**config.mk**
```make
export PLATFORM = sky130hd
export DESIGN_NAME = mc_rca
export DESIGN_NICKNAME = d
export VERILOG_FILES = /design/src/rtl/mc_rca.sv
export SDC_FILE = /design/constraint.sdc
export NUM_CORES = 1
export LEC_CHECK = 0
export ABC_CLOCK_PERIOD_IN_PS = 2700
export BUFFER_PORTS_ARGS = -buffer_cell sky130_fd_sc_hd__buf_2
export CAP_MARGIN = 20
export CORE_ASPECT_RATIO = 0.5
export CORE_MARGIN = 10
export CORE_UTILIZATION = 30
export DETAILED_ROUTE_END_ITERATION = 6
export PLACE_DENSITY = 0.48
export SLEW_MARGIN = 40
export SYNTH_ARGS = -nofsm -noshare
export SYNTH_HDL_FRONTEND = slang
export SYNTH_SLANG_ARGS = --single-unit
```
**constraint.sdc**
```tcl
create_clock -name clk -period 2.7 [get_ports clk]
set_input_delay 0.27 -clock clk [delete_from_list [all_inputs] [get_ports clk]]
set_output_delay 0.27 -clock clk [all_outputs]
set_load 0.03 [all_outputs]
```
**src/rtl/mc_rca.sv**
```systemverilog
// ============================================================================
// Module   : mc_rca
// Purpose  : Multi-cycle ripple-carry adder/subtractor, CHUNK bits per clock.
//            Define MC_RCA_OVF_EN to add the signed-overflow output ovf.
// Revision : 1.0  initial release
// ============================================================================
`default_nettype none

module mc_rca #(
    parameter int WIDTH = 8,
    parameter int CHUNK = 2
) (
    input  logic             clk,
    input  logic             reset_n,
    input  logic             start,
    input  logic             op_sub,
    input  logic [WIDTH-1:0] a,
    input  logic [WIDTH-1:0] b,
    input  logic             ci,
    output logic             busy,
    output logic             done,
    output logic [WIDTH-1:0] s,
    output logic             co
`ifdef MC_RCA_OVF_EN
    ,
    output logic             ovf
`endif
);

    localparam int N     = WIDTH / CHUNK;
    localparam int IDX_W = (N > 1) ? $clog2(N) : 1;
    localparam logic [IDX_W-1:0] c_last = IDX_W'(N - 1);

    if (WIDTH < 1 || CHUNK < 1 || (WIDTH % CHUNK) != 0) begin : g_bad_params
        $error("mc_rca: WIDTH must be a positive multiple of CHUNK");
    end

    typedef enum logic [1:0] {
        ST_IDLE = 2'd0,
        ST_RUN  = 2'd1,
        ST_DONE = 2'd2
    } state_t;

    state_t           r_state;
    logic [WIDTH-1:0] r_a;
    logic [WIDTH-1:0] r_b;
    logic             r_carry;
    logic [IDX_W-1:0] r_idx;

    logic [CHUNK-1:0] w_sum;
    logic             w_cout;
`ifdef MC_RCA_OVF_EN
    logic             w_msb_cin;
`endif

    // Operands shift right each RUN cycle, so the active chunk is always the low CHUNK bits.
    always_comb begin
        w_sum  = '0;
        w_cout = r_carry;
`ifdef MC_RCA_OVF_EN
        w_msb_cin = 1'b0;
`endif
        for (int i = 0; i < CHUNK; i++) begin
`ifdef MC_RCA_OVF_EN
            if (i == CHUNK - 1) begin
                w_msb_cin = w_cout;
            end
`endif
            w_sum[i] = r_a[i] ^ r_b[i] ^ w_cout;
            w_cout   = (r_a[i] & r_b[i]) | (w_cout & (r_a[i] ^ r_b[i]));
        end
    end

    always_ff @(posedge clk or negedge reset_n) begin
        if (!reset_n) begin
            r_state <= ST_IDLE;
            r_a     <= '0;
            r_b     <= '0;
            r_carry <= 1'b0;
            r_idx   <= '0;
            busy    <= 1'b0;
            done    <= 1'b0;
            s       <= '0;
            co      <= 1'b0;
`ifdef MC_RCA_OVF_EN
            ovf     <= 1'b0;
`endif
        end else begin
            case (r_state)
                ST_IDLE, ST_DONE: begin
                    done <= 1'b0;
                    if (start) begin
                        r_a     <= a;
                        r_b     <= op_sub ? ~b : b;
                        r_carry <= ci ^ op_sub;
                        r_idx   <= '0;
                        s       <= '0;
                        busy    <= 1'b1;
                        r_state <= ST_RUN;
                    end else begin
                        r_state <= ST_IDLE;
                    end
                end
                ST_RUN: begin
                    s[int'(r_idx) * CHUNK +: CHUNK] <= w_sum;
                    r_carry <= w_cout;
                    r_a     <= r_a >> CHUNK;
                    r_b     <= r_b >> CHUNK;
                    if (r_idx == c_last) begin
                        co      <= w_cout;
`ifdef MC_RCA_OVF_EN
                        ovf     <= w_cout ^ w_msb_cin;
`endif
                        busy    <= 1'b0;
                        done    <= 1'b1;
                        r_state <= ST_DONE;
                    end else begin
                        r_idx <= r_idx + 1'b1;
                    end
                end
                default: begin
                    busy    <= 1'b0;
                    done    <= 1'b0;
                    r_state <= ST_IDLE;
                end
            endcase
        end
    end

endmodule

`default_nettype wire

```
---- Yosys cells after proc, flatten, opt, wreduce, memory -nomap -nowiden ----
Cells that the tools add are included.
storage, ports and cells
  bits in registers ....................... 32
  input port bits ......................... 21
  output and inout port bits .............. 11
  logic and storage cells ................. 59
cells by class
  add/subtract/negate cells ............... 2
  equality and inequality tests ........... 6
  shift-type cells ........................ 2
  mux-type cells .......................... 21
  bitwise operators ....................... 12
  reductions and logical operators ........ 7
operator list
  kind                      count
  $pmux W8 S2               3
  $neg A3 Y33               1
  $shift A2 B33 Y8 const A  1
  $shiftx A2 B33 Y8         1
  $mux W8                   4
  $bwmux W8                 1
  $not A8 Y8                1
  $pmux W2 S2               2
  $mux W1                   6
  $mux W2                   3
  $ne A2 B2 Y1 const B      3
  $reduce_and A2 Y1         3
  $xor A1 B1 Y1             5
  $and A1 B1 Y1             4
  $eq A2 B2 Y1 const B      2
  $pmux W1 S2               2
  $reduce_and A3 Y1         1
  $add A2 B1 Y2 const B     1
  $eq A2 B1 Y1 const B      1
  $logic_not A2 Y1          1
  $or A1 B1 Y1              2
  $reduce_bool A2 Y1        1
  $reduce_or A2 Y1          1

---- Logic depth before layout (Yosys ltp) ----
  depth in word-level cells ............... 7
  gate-level depth with buffers ........... 5
  mapped depth without buffers ............ 5

---- Worst setup path before layout ----
OpenSTA, ideal clock, no wires.
  kind .................................... flip-flop to flip-flop
  start point ............................. register r_a[0]
  end point ............................... register s[7]
  data arrival time ....................... 1.508 ns
  path slack .............................. 1.070 ns
  stages on the path, launching flop included .. 4
  buffers on the path ..................... 0
  period minus slack after synthesis ...... 1.630 ns
  cell sequence ........................... dfrtp_1 > fa_1 > fa_1 > a32o_1
between the ends
  cells in the longest elaborated chain, start to end .. 7
ends and longest elaborated chain
  item                             RTL line  RTL
  from (decl)                      45        logic [WIDTH-1:0] r_a;
  from (signal assigned)           107       r_a <= r_a >> CHUNK;
  $xor A1 B1 Y1                    69, 70
  $and A1 B1 Y1                    70        w_cout = (r_a[i] & r_b[i]) | (w_cout & (r_a[i] ^ r_b[i]));
  $or A1 B1 Y1                     70
  $xor A1 B1 Y1                    69        w_sum[i] = r_a[i] ^ r_b[i] ^ w_cout;
  $shiftx A2 B33 Y8 *              105       s[int'(r_idx) * CHUNK +: CHUNK] <= w_sum;
  $bwmux W8 *                      105
  $pmux W8 S2 *                    89        case (r_state)
  to (signal, indexed assignment)  105
  to (decl)                        22        output logic [WIDTH-1:0] s,
Mark *: on every way between the ends. The rest lies on a longest branch, timed or not.
A chain may end at the register's enable or synchronous reset.

---- Worst setup path after layout ----
  start point ............................. register r_a[0]
  end point ............................... register s[5]
Same word-level chain as after synthesis.

==> flow_metrics.py <==
metrics = {
    "layout": {
        "area_growth_pct": 20.0,
        "nets": 189,
        "mostFrequentLayoutCells": "dfrtp_1 (31), buf_2 (31), nand2_1 (12)",
        "drive_above_1_share": 0.265,
        "regArea_um2": 776,
        "multiInputGateArea_um2": 644,
        "antenna_cells": 0,
        "stdcell_count": 228,
        "post-route-cell-area_um2": 1760,
        "final_core_utilization": 0.388,
        "nFillCells": 464,
    },
    "floorplan": {
        "dieHeight_um": 69.5,
        "core_um2": 4550,
        "rows": 17,
        "dieArea_um2": 8270,
        "die_w_um": 119,
        "start_util": 0.323,
        "io_pins": 32,
    },
    "grt": {
        "grt_pass1_vias": 1126,
        "grt_max_degree": 32,
        "grt_pass1_wl_um": 5860,
        "track_usage": 0.0864,
        "antenna_found_initial": 0,
        "grt-ovfl-total": 0,
    },
    "sta": {
        "finalCritPeriodShare": 0.636,
        "min_period_ns": 1.72,
        "tightest_slew_ns": 0.701,
        "fin_setup_tns_ns": 0,
        "relSlewSlack": 0.533,
        "finalSetupViolCount": 0,
        "rsz0062_at_grt": "no",
        "whs_ns": 0.0319,
        "final_hold_viol_count": 0,
        "fin_skew_ns": 0.00511,
        "fmax_mhz": 582,
        "finalMaxSlewViolations": 0,
        "fin_ws_ns": 0.983,
    },
    "critical_path": {
        "cp-start-kind": "flop",
        "reg2reg_depth": 3,
        "critPathArrivalTime_ns": 1.88,
        "crit_required_ns": 2.86,
        "cp-end-kind": "flop",
        "crit_type": "reg2reg",
        "rrSetupSlack_ns": 0.98,
        "timing.rr.start": "r_a[0]",
        "crit_fanout": 4,
        "timing.rr.end": "s[5]",
        "crit_start": "r_a[0]",
    },
    "pwr": {
        "irDropWorstVdd_uv": 361,
        "power_per_cell_area_nw_per_um2": 1190,
        "p_leak_nw": 0.858,
        "power_mw": 2.09,
    },
    "clock_network": {
        "path_clk_slew_ns": 0.07,
        "ctsLongestPathBuffers": 2,
        "cts_setup_buffers": 0,
        "cts_max_level": 2,
        "hold_buffers": 0,
        "clock_latency_ns": 0.28,
        "cts_buffers": 5,
        "cts.sinks": 31,
        "ctsResizeCount": 0,
        "cts_root_buf": "clkbuf_8",
        "cts_tree": "done",
    },
    "min_path": {
        "hold_class": "in2async",
    },
    "placed_design": {
        "io_buffers": 31,
        "dp.cells": 221,
        "placed_cell_area_um2": 1670,
        "post-place-ws_ns": 0.989,
        "place_congestion": 0.761,
        "place_hpwl_um": 2450,
    },
    "run": {
        "cap_violations": 0,
    },
    "detailed_routing": {
        "dr.pass1.iters": 4,
        "wl_um": 3410,
        "drc": 0,
        "viasPerCell": 4.88,
        "drtIter0Drc": 34,
        "ant_nets": 0,
        "routedWlPerCell_um": 14.9,
        "vias": 1112,
    },
    "yosys": {
        "ys_types": 28,
        "netlist_area_um2": 1470,
        "synth.avg_cell_area_um2": 11.3,
        "synth_cells": 130,
        "synth_seq_cells": 31,
        "yosysWarnings": 0,
        "synth_seq_area_share": 0.528,
        "synth_nets": 157,
    },
    "outcome": {
        "status": "completed",
    },
}
-- sequential cells by signal, indices dropped and copies added (netlist names) --
signal	cells
busy	1
co	1
done	1
r_a	8
r_b	8
r_carry	1
r_idx	2
r_state	1
s	8
-- report_power, final --
group	switching (mW)	total [mW]	internal, mW	leakage [nW]
Sequential	0.140	0.794	0.654	0.400
Combinational	0.562	0.929	0.366	0.411
Clock	0.170	0.370	0.200	0.0470
Total	0.872	2.09	1.22	0.858
-- kinds of logic (layout without fill, tap and decap cells) --
group / after synthesis / after routing / share of synthesized area
fa+ha+maj: 6 / 6 / 0.0613
buf+inv: 10 / 42 / 0.0357
compound gates: 29 / 29 / 0.163
xor+xnor: 9 / 9 / 0.0536
flops: 31 / 31 / 0.528
simple gates: 43 / 43 / 0.144
mux: 2 / 2 / 0.0145
-- synthesized netlist by cell type --
library cell / n / share of area
dfrtp_1: 31 / 0.53
nand2_1: 12 / 0.031
nor2_1: 10 / 0.026
nand3_1: 8 / 0.027
a221o_1: 7 / 0.048
xnor2_1: 7 / 0.042
a22o_1: 6 / 0.036
a22oi_1: 6 / 0.031
buf_2: 6 / 0.020
a32o_1: 4 / 0.027
ha_1: 4 / 0.034
o21ai_0: 4 / 0.014
inv_1: 3 / 0.0077
nand2b_1: 3 / 0.013
nand3b_1: 3 / 0.015
fa_1: 2 / 0.027
nor3_1: 2 / 0.0068
xor2_1: 2 / 0.012
a21oi_1: 1 / 0.0034
and2b_1: 1 / 0.0051
and2b_4: 1 / 0.0068
buf_6: 1 / 0.0077
mux2_2: 1 / 0.0077
mux2i_1: 1 / 0.0068
nor2_2: 1 / 0.0043
nor3b_1: 1 / 0.0051
nor4_1: 1 / 0.0043
o31ai_1: 1 / 0.0051
-- routing by layer --
| layer | track usage | share of wire |
|---|---|---|
| met2 | 0.124 | 0.44 |
| met1 | 0.115 | 0.50 |
| met5 | 0 | 0 |
| met3 | 0.0283 | 0.049 |
| met4 | 0.0360 | 0.0091 |
-- worst max path at each step --
| stage | end | slack, ns |
|---|---|---|
| global placement | s[7] | 1.03 |
| floorplan | s[7] | 1.07 |
| finish | s[5] | 0.98 |
| CTS | s[7] | 0.98 |
| detailed placement | s[7] | 0.99 |
| global route | s[7] | 0.88 |
-- critical path: stages, from the launching register on --
cell and delay (ns):
dfrtp_1 0.40, fa_1 0.44, fa_1 0.52, a32o_1 0.24
-- final cells by class --
class                           count  share of cell area
Sequential cell                    31               0.440
Tap cell                           66              0.0468
Clock inverter                      1             0.00284
Timing Repair Buffer               32              0.0922
Multi-Input combinational cell     89               0.365
Clock buffer                        6              0.0468
Inverter                            3             0.00638
Note: power is estimated with default switching activity, not from simulation.
